<file path="src/rtl/bmlp_pkg.sv">
// Shared types and widths for the Binary MLP neuron datapath.
package bmlp_pkg;

    localparam int ACC_W   = 15;
    localparam int LO_W    = 7;
    localparam int TERM_DW = 8;

    typedef enum logic [2:0] {
        S_IDLE,
        S_CLEAR,
        S_ACCUM,
        S_SETTLE,
        S_DONE
    } acc_state_t;

endpackage

</file>
<file path="src/rtl/gated_acc_ctrl.sv">
// Split-accumulator controller: computes the next accumulator value, drives the
// upper-slice clock-gate enable, counts terms and hands off the final sum.
module gated_acc_ctrl #(
    parameter int TERM_W = 10,
    parameter int ACC_W  = bmlp_pkg::ACC_W,
    parameter int LO_W   = bmlp_pkg::LO_W
) (
    input  logic                         clk,
    input  logic                         rst,
    input  logic                         start,
    input  logic [TERM_W-1:0]            num_terms,
    input  logic                         in_valid,
    output logic                         in_ready,
    input  logic [bmlp_pkg::TERM_DW-1:0] in_data,
    input  logic [ACC_W-1:0]             acc_q,
    output logic [ACC_W-1:0]             acc_d,
    output logic                         hi_en,
    output logic                         out_valid,
    input  logic                         out_ready,
    output logic [ACC_W-1:0]             out_data,
    output logic                         ovf,
    output logic                         busy
);
    import bmlp_pkg::*;

    acc_state_t        state_q, state_d;
    logic [TERM_W-1:0] cnt_q, cnt_d;
    logic [TERM_W-1:0] num_q, num_d;
    logic              ovf_q, ovf_d;
    logic              out_valid_q, out_valid_d;
    logic              busy_q, busy_d;

    logic              accept;
    logic [ACC_W-1:0]  term_ext;
    logic [ACC_W-1:0]  sum;
    logic              sum_ovf;

    assign in_ready = (state_q == S_ACCUM) && !rst;
    assign accept   = in_ready && in_valid;
    assign term_ext = {{(ACC_W-TERM_DW){in_data[TERM_DW-1]}}, in_data};

    // Next accumulator value, overflow detect and upper-slice change detect.
    // Reset and CLEAR force both slices to load zero through the gate.
    always_comb begin
        sum     = acc_q + term_ext;
        sum_ovf = (acc_q[ACC_W-1] == term_ext[ACC_W-1]) &&
                  (sum[ACC_W-1] != acc_q[ACC_W-1]);
        acc_d   = acc_q;
        if (rst || state_q == S_CLEAR)
            acc_d = '0;
        else if (accept)
            acc_d = sum;
        hi_en = (acc_d[ACC_W-1:LO_W] != acc_q[ACC_W-1:LO_W]);
        if (rst || state_q == S_CLEAR)
            hi_en = 1'b1;
    end

    always_comb begin
        state_d = state_q;
        cnt_d   = cnt_q;
        num_d   = num_q;
        ovf_d   = ovf_q;
        case (state_q)
            S_IDLE: begin
                if (start) begin
                    num_d   = num_terms;
                    cnt_d   = '0;
                    ovf_d   = 1'b0;
                    state_d = S_CLEAR;
                end
            end
            S_CLEAR:  state_d = (num_q != '0) ? S_ACCUM : S_SETTLE;
            S_ACCUM: begin
                if (in_valid) begin
                    cnt_d = cnt_q + TERM_W'(1);
                    if (sum_ovf)
                        ovf_d = 1'b1;
                    if (cnt_q == num_q - TERM_W'(1))
                        state_d = S_SETTLE;
                end
            end
            S_SETTLE: state_d = S_DONE;
            S_DONE: begin
                if (out_ready)
                    state_d = S_IDLE;
            end
            default:  state_d = S_IDLE;
        endcase
        // Status flags are registered from the next state so they line up with it.
        out_valid_d = (state_d == S_DONE);
        busy_d      = (state_d != S_IDLE);
    end

    always_ff @(posedge clk) begin
        if (rst) begin
            state_q     <= S_IDLE;
            cnt_q       <= '0;
            num_q       <= '0;
            ovf_q       <= 1'b0;
            out_valid_q <= 1'b0;
            busy_q      <= 1'b0;
        end else begin
            state_q     <= state_d;
            cnt_q       <= cnt_d;
            num_q       <= num_d;
            ovf_q       <= ovf_d;
            out_valid_q <= out_valid_d;
            busy_q      <= busy_d;
        end
    end

    assign out_valid = out_valid_q;
    assign out_data  = acc_q;
    assign ovf       = ovf_q;
    assign busy      = busy_q;

endmodule

</file>
<file path="config.mk">
export PLATFORM = sky130hd
export DESIGN_NAME = gated_acc_ctrl
export DESIGN_NICKNAME = d
export VERILOG_FILES = /design/src/rtl/bmlp_pkg.sv /design/src/rtl/gated_acc_ctrl.sv
export SDC_FILE = /design/constraint.sdc
export NUM_CORES = 1
export LEC_CHECK = 0
export BUFFER_PORTS_ARGS = -buffer_cell sky130_fd_sc_hd__clkbuf_2
export CORE_AREA = 4 4 71 138
export DETAILED_ROUTE_END_ITERATION = 16
export DIE_AREA = 0 0 75 142
export PLACE_DENSITY_LB_ADDON = 0.25
export SYNTH_ARGS = -nofsm -noshare
export SYNTH_HDL_FRONTEND = slang
export SYNTH_SLANG_ARGS = --single-unit
export TNS_END_PERCENT = 100
</file>
<file path="constraint.sdc">
create_clock -name clk -period 7.85 [get_ports clk]
set_clock_uncertainty 0.05 [all_clocks]
set_input_delay 1.1775 -clock clk [delete_from_list [all_inputs] [get_ports clk]]
set_output_delay 1.1775 -clock clk [all_outputs]
set_load 0.03 [all_outputs]
</file>
Yosys cells after proc, flatten, opt, wreduce, memory -nomap -nowiden
Index checks and enable logic that the tools add are counted.

operators by class
  add/sub/neg operators = 3
  equality and inequality tests = 12
  multiplexer cells = 16
  reduce and logical (&&, ||, !) cells = 12

operators by type and width
  operator                 count
  $mux W15                 2
  $mux W10                 2
  $pmux W10 S2             1
  $add A15 B15 Y15         1
  $pmux W3 S5              1
  $mux W3                  4
  $add A10 B1 Y10 const B  1
  $eq A10 B10 Y1           1
  $reduce_bool A10 Y1      1
  $sub A10 B1 Y10 const B  1
  $ne A8 B8 Y1             1
  $eq A3 B2 Y1 const B     2
  $eq A3 B3 Y1 const B     2
  $ne A2 B2 Y1 const B     3
  $mux W1                  5
  $reduce_and A4 Y1        1
  $eq A3 B1 Y1 const B     1
  $logic_and A1 B1 Y1      3
  $logic_not A3 Y1         1
  $reduce_and A3 Y1        1
  $reduce_bool A3 Y1       1
  $pmux W1 S2              1
  $reduce_and A2 Y1        1
  $reduce_bool A2 Y1       1
  4 further kinds          4

word-level totals
  register bits = 26

Longest topological paths before layout
  depth in word-level cells = 7
  gate-level depth with buffers = 11
  depth with buffers taken out = 11

Worst setup path after synthesis
Ideal clock, no wire load.

  path kind = input-to-output
  start point = input port in_data[0] in the netlist's numbering
  end point = output port hi_en
  arrival time = 3.392 ns
  required time = 6.622 ns
  slack = 3.230 ns
  cell stages on the path = 10
  path buffers = 0
  cell sequence = ha_1 > inv_1 > fa_1 > nand2b_1 > a21oi_1 > o211ai_1 > mux2i_1 > or3_1 > a211oi_1 > o211ai_1

on the way
  longest elaborated chain between the ends = 5

ends and longest elaborated chain
  item                RTL line              RTL
  start: declaration  gated_acc_ctrl.sv:14  input logic [bmlp_pkg::TERM_DW-1:0] in_data,
  $add A15 B15 Y15    gated_acc_ctrl.sv:45  sum = acc_q + term_ext;
  $mux W15            gated_acc_ctrl.sv:51  else if (accept)
  $mux W15            gated_acc_ctrl.sv:49  if (rst || state_q == S_CLEAR)
  $ne A8 B8 Y1        gated_acc_ctrl.sv:53  hi_en = (acc_d[ACC_W-1:LO_W] != acc_q[ACC_W-1:LO_W]);
  $mux W1             gated_acc_ctrl.sv:54  if (rst || state_q == S_CLEAR)
  end: declaration    gated_acc_ctrl.sv:17  output logic hi_en,

No other way between the ends.

Final worst setup path
  start point = input port acc_q[0]
  end point = output port hi_en

on the way
  longest elaborated chain between the ends = 5

ends and longest elaborated chain
  item                RTL line              RTL
  start: declaration  gated_acc_ctrl.sv:15  input logic [ACC_W-1:0] acc_q,
  $add A15 B15 Y15    gated_acc_ctrl.sv:45
  $mux W15            gated_acc_ctrl.sv:51
  $mux W15            gated_acc_ctrl.sv:49
  $ne A8 B8 Y1        gated_acc_ctrl.sv:53
  $mux W1             gated_acc_ctrl.sv:54

No other way between the ends.

==> impl_metrics.prom <==
# TYPE chip_impl_metric gauge
chip_impl_metric{name="syn_area",unit="um^2"} 2551
chip_impl_metric{name="gr-usage-met1",unit=""} 0.1348
chip_impl_metric{name="synth_async_sr_flop_share",unit=""} 0
chip_impl_metric{name="layout-drive-gt1-share",unit=""} 0.2242
chip_impl_metric{name="gr-usage-met3",unit=""} 0.01061
chip_impl_metric{name="cts_resized",unit=""} 0
chip_impl_info{name="synthTopCellsByArea",value="dfxtp_1 20%, ha_1 7.8%, nand2_1 7.8%, a21oi_1 7.7%, xnor2_1 7.6%"} 1
chip_impl_metric{name="via_count",unit=""} 2577
chip_impl_metric{name="cts-buffers-inserted",unit=""} 3
chip_impl_metric{name="final_max_slew_viol_count",unit=""} 0
chip_impl_metric{name="use_met2",unit=""} 0.2751
chip_impl_metric{name="synth_seq_area_share",unit=""} 0.2040
chip_impl_info{name="worstSetupPathType",value="in2out"} 1
chip_impl_metric{name="globalplace.congestion",unit=""} 0.8471
chip_impl_info{name="run_status",value="completed"} 1
chip_impl_metric{name="number_of_enable_type_register_cells_in_the_synthesized_netlist",unit=""} 0
chip_impl_metric{name="yosys_register_bits",unit=""} 26
chip_impl_metric{name="rows",unit=""} 48
chip_impl_metric{name="dr.first_iter.drc_count",unit=""} 106
chip_impl_info{name="grt_setup_unrepaired",value="no"} 1
chip_impl_metric{name="drt-total-wl",unit="mm"} 7.186
chip_impl_metric{name="synth_largest_type_area_fraction",unit=""} 0.2040
chip_impl_info{name="critPathCaptureType",value="primary output"} 1
chip_impl_metric{name="core_area",unit="um^2"} 8708
chip_impl_metric{name="layout_min_cycle_time",unit="ns"} 5.028
chip_impl_metric{name="die_height",unit="um"} 142
chip_impl_metric{name="ir_drop_worst_vdd",unit="V"} 0.00007678
chip_impl_metric{name="fmax",unit="MHz"} 198.9
chip_impl_metric{name="cts.reportedPaths.clkPinSlew",unit="ns"} 0.06
chip_impl_info{name="synthFlopType",value="dfxtp_1"} 1
chip_impl_metric{name="layout_overhead_on_the_synthesized_area",unit="%"} 16.53
chip_impl_metric{name="cts_buffer_depth",unit=""} 2
chip_impl_metric{name="floorplan.io_pins",unit=""} 73
chip_impl_metric{name="report.final.hold_viol_count",unit=""} 0
chip_impl_metric{name="worstPathArrival",unit="ns"} 3.80
chip_impl_metric{name="antenna_left",unit=""} 0
chip_impl_metric{name="yosysUniqueCellTypes",unit=""} 53
chip_impl_metric{name="post_cts_buffers",unit=""} 0
chip_impl_metric{name="first_pass_grt_wire_length",unit="mm"} 11.79
chip_impl_metric{name="postSynthNetCount",unit=""} 407
chip_impl_info{name="hold_path.class",value="reg2reg"} 1
chip_impl_metric{name="hpwlAfterDp",unit="mm"} 5.929
chip_impl_info{name="post-synth-top-area-cell",value="dfxtp_1"} 1
chip_impl_metric{name="synthesis.instances",unit=""} 352
chip_impl_metric{name="total_negative_slack",unit="ns"} 0
chip_impl_metric{name="critical_path.max_fanout",unit=""} 5
chip_impl_info{name="setup.worst_path.start_class",value="input port"} 1
chip_impl_metric{name="grt.total_usage",unit=""} 0.1386
chip_impl_info{name="clock-root-buffer",value="clkbuf_16"} 1
chip_impl_metric{name="maximum_number_of_pins_on_one_net_before_global_route_repair",unit=""} 23
chip_impl_metric{name="grt_antenna_before_repair",unit=""} 0
chip_impl_metric{name="synth_warnings",unit=""} 0
chip_impl_metric{name="clock_sinks",unit=""} 26
chip_impl_metric{name="detail_route.drc_violations",unit=""} 0
chip_impl_metric{name="cap_violations",unit=""} 0
chip_impl_metric{name="power.density",unit="nW/um^2"} 173.8
chip_impl_metric{name="power.leakage",unit="nW"} 1.282
chip_impl_metric{name="critical_path_required",unit="ns"} 6.62
chip_impl_metric{name="post-layout-total-power",unit="mW"} 0.5167
chip_impl_info{name="tritoncts",value="yes"} 1
chip_impl_info{name="grt_busiest_layer",value="met2"} 1
chip_impl_metric{name="numPortBuffers",unit=""} 72
chip_impl_metric{name="starting_utilization_of_the_core_area",unit=""} 0.2930
chip_impl_metric{name="cts-htree-levels",unit=""} 1
chip_impl_metric{name="report.final.setup_viol",unit=""} 0
chip_impl_metric{name="tightest_slew",unit="ns"} 0.7690
chip_impl_metric{name="die_width",unit="um"} 75
chip_impl_metric{name="cts_hold_buf",unit=""} 0
chip_impl_metric{name="final_min_period_over_clock_period",unit=""} 0.6405
chip_impl_metric{name="finish.net_count",unit=""} 453
chip_impl_metric{name="avgSynthCellArea",unit="um^2"} 7.248
chip_impl_metric{name="dieArea",unit="um^2"} 10650
chip_impl_metric{name="n_antenna_cell",unit=""} 0
chip_impl_metric{name="clock_insertion_delay_worst_skew",unit="ns"} 0.26
chip_impl_metric{name="leftover_overflow_at_the_end_of_global_routing",unit=""} 0
chip_impl_metric{name="routed_wire_length_per_instance",unit="um"} 14.46
chip_impl_metric{name="drtPass1Iterations",unit=""} 4
chip_impl_metric{name="timing.slew.headroom",unit=""} 0.4854
chip_impl_metric{name="grt_pass1_vias",unit=""} 2586
chip_impl_metric{name="vias_per_cell",unit=""} 5.185
-- through the flow --
| step | area (um^2) | hold slack, ns | utilization | std cells | setup WS, ns |
|---|---|---|---|---|---|
| after floorplan | 2551 | 0.3994 | - | 352 | 3.230 |
| after global placement | 2868 | 0.4365 | 0.3293 | 493 | 2.846 |
| after detailed placement | 2868 | 0.4326 | 0.3293 | 493 | 2.826 |
| after CTS | 2973 | 0.4427 | 0.3414 | 497 | 2.807 |
| after global routing | 2973 | 0.4619 | 0.3414 | 497 | 2.583 |
| final | 2973 | 0.4383 | 0.3414 | 497 | 2.822 |
-- layer usage --
| metal | wire length (um) | share of wire |
|---|---|---|
| met5 | 0 | 0 |
| met4 | 236 | 0.033 |
| met3 | 235 | 0.033 |
| met2 | 4170 | 0.58 |
| met1 | 2543 | 0.35 |
-- layout by cell type (no fill, tap or decap), types with 4 or more instances in the layout --
master    Yosys  routed
nand3b_1      4       4
o211ai_1      4       4
xnor2_1      22      22
and3_1        4       4
a21oi_1      39      39
or3_1         7       7
mux2i_1       4       4
clkbuf_2      0      72
ha_1         16      16
nand2b_1      4       4
nand3_1      12      12
nor3_1        8       8
xor2_1       13      13
o21ai_0      13      13
nand2_1      53      53
inv_1        11      11
a21o_1        4       4
nor2_1       33      33
dfxtp_1      26      26
-- path summary, 6_finish.rpt --
path | startpoint | end | slack [ns] | cells after the start
worst max register to register | state_q[1] | cnt_q[9] | 5.65 | 6
worst max-delay path | acc_q[0] | hi_en | 2.82 | 12
worst min register to register | ovf | ovf | 0.44 | 2
worst min-delay path | ovf | ovf | 0.44 | 2
-- synth_stat cells, types with 2 or more instances --
cell,n
a211oi_1,2
a21o_1,4
a21oi_1,39
and2_1,2
and3_1,4
buf_4,15
clkbuf_1,16
dfxtp_1,26
ha_1,16
inv_1,11
mux2i_1,4
nand2_1,53
nand2b_1,4
nand3_1,12
nand3b_1,4
nand4_1,3
nor2_1,33
nor3_1,8
nor3b_1,2
nor4_1,2
nor4b_1,2
o211ai_1,4
o21a_1,3
o21ai_0,13
or2_2,3
or3_1,7
xnor2_1,22
xor2_1,13
-- power breakdown --
| part | internal [mW] | leakage [nW] | switching [mW] |
|---|---|---|---|
| logic | 0.0834 | 1.02 | 0.133 |
| clock network | 0.101 | 0.0511 | 0.0466 |
| registers | 0.141 | 0.212 | 0.0118 |
-- area by class of cell --
class,instances,area (um^2)
inverter,11,41.29
multi-input combinational,283,1813
fill,924,5736
timing repair buffer,73,367.9
sequential,26,520.5
tap,100,125.1
clock buffer,3,75.07
clock inverter,1,30.03
-- kinds of logic (layout without fill, tap and decap cells) --
| kind of cell | count (synthesis) | count (layout) | share of synthesized area |
|---|---|---|---|
| and+or+nand+nor | 146 | 146 | 0.2756 |
| AOI/OAI and AO/OA | 78 | 78 | 0.1908 |
| buffers and inverters | 43 | 88 | 0.08534 |
| xor gates and xnor gates | 36 | 36 | 0.1290 |
| DFF | 26 | 26 | 0.2040 |
| adders and majority gates | 17 | 17 | 0.08632 |
| muxes | 6 | 6 | 0.02894 |
-- sequential cells by signal, indices dropped and copies added (netlist names) --
name       count
state_q        3
cnt_q         10
num_q         10
ovf            1
out_valid      1
busy           1
-- critical path: stages --
cell	delay (ns)
clkbuf_2	0.10
ha_1	0.16
inv_1	0.05
fa_1	0.37
nand2b_1	0.19
a21oi_1	0.42
o211ai_1	0.22
mux2i_1	0.15
or3_1	0.39
a211oi_1	0.26
o211ai_1	0.12
clkbuf_2	0.20
(Power assumes the default switching activity.)
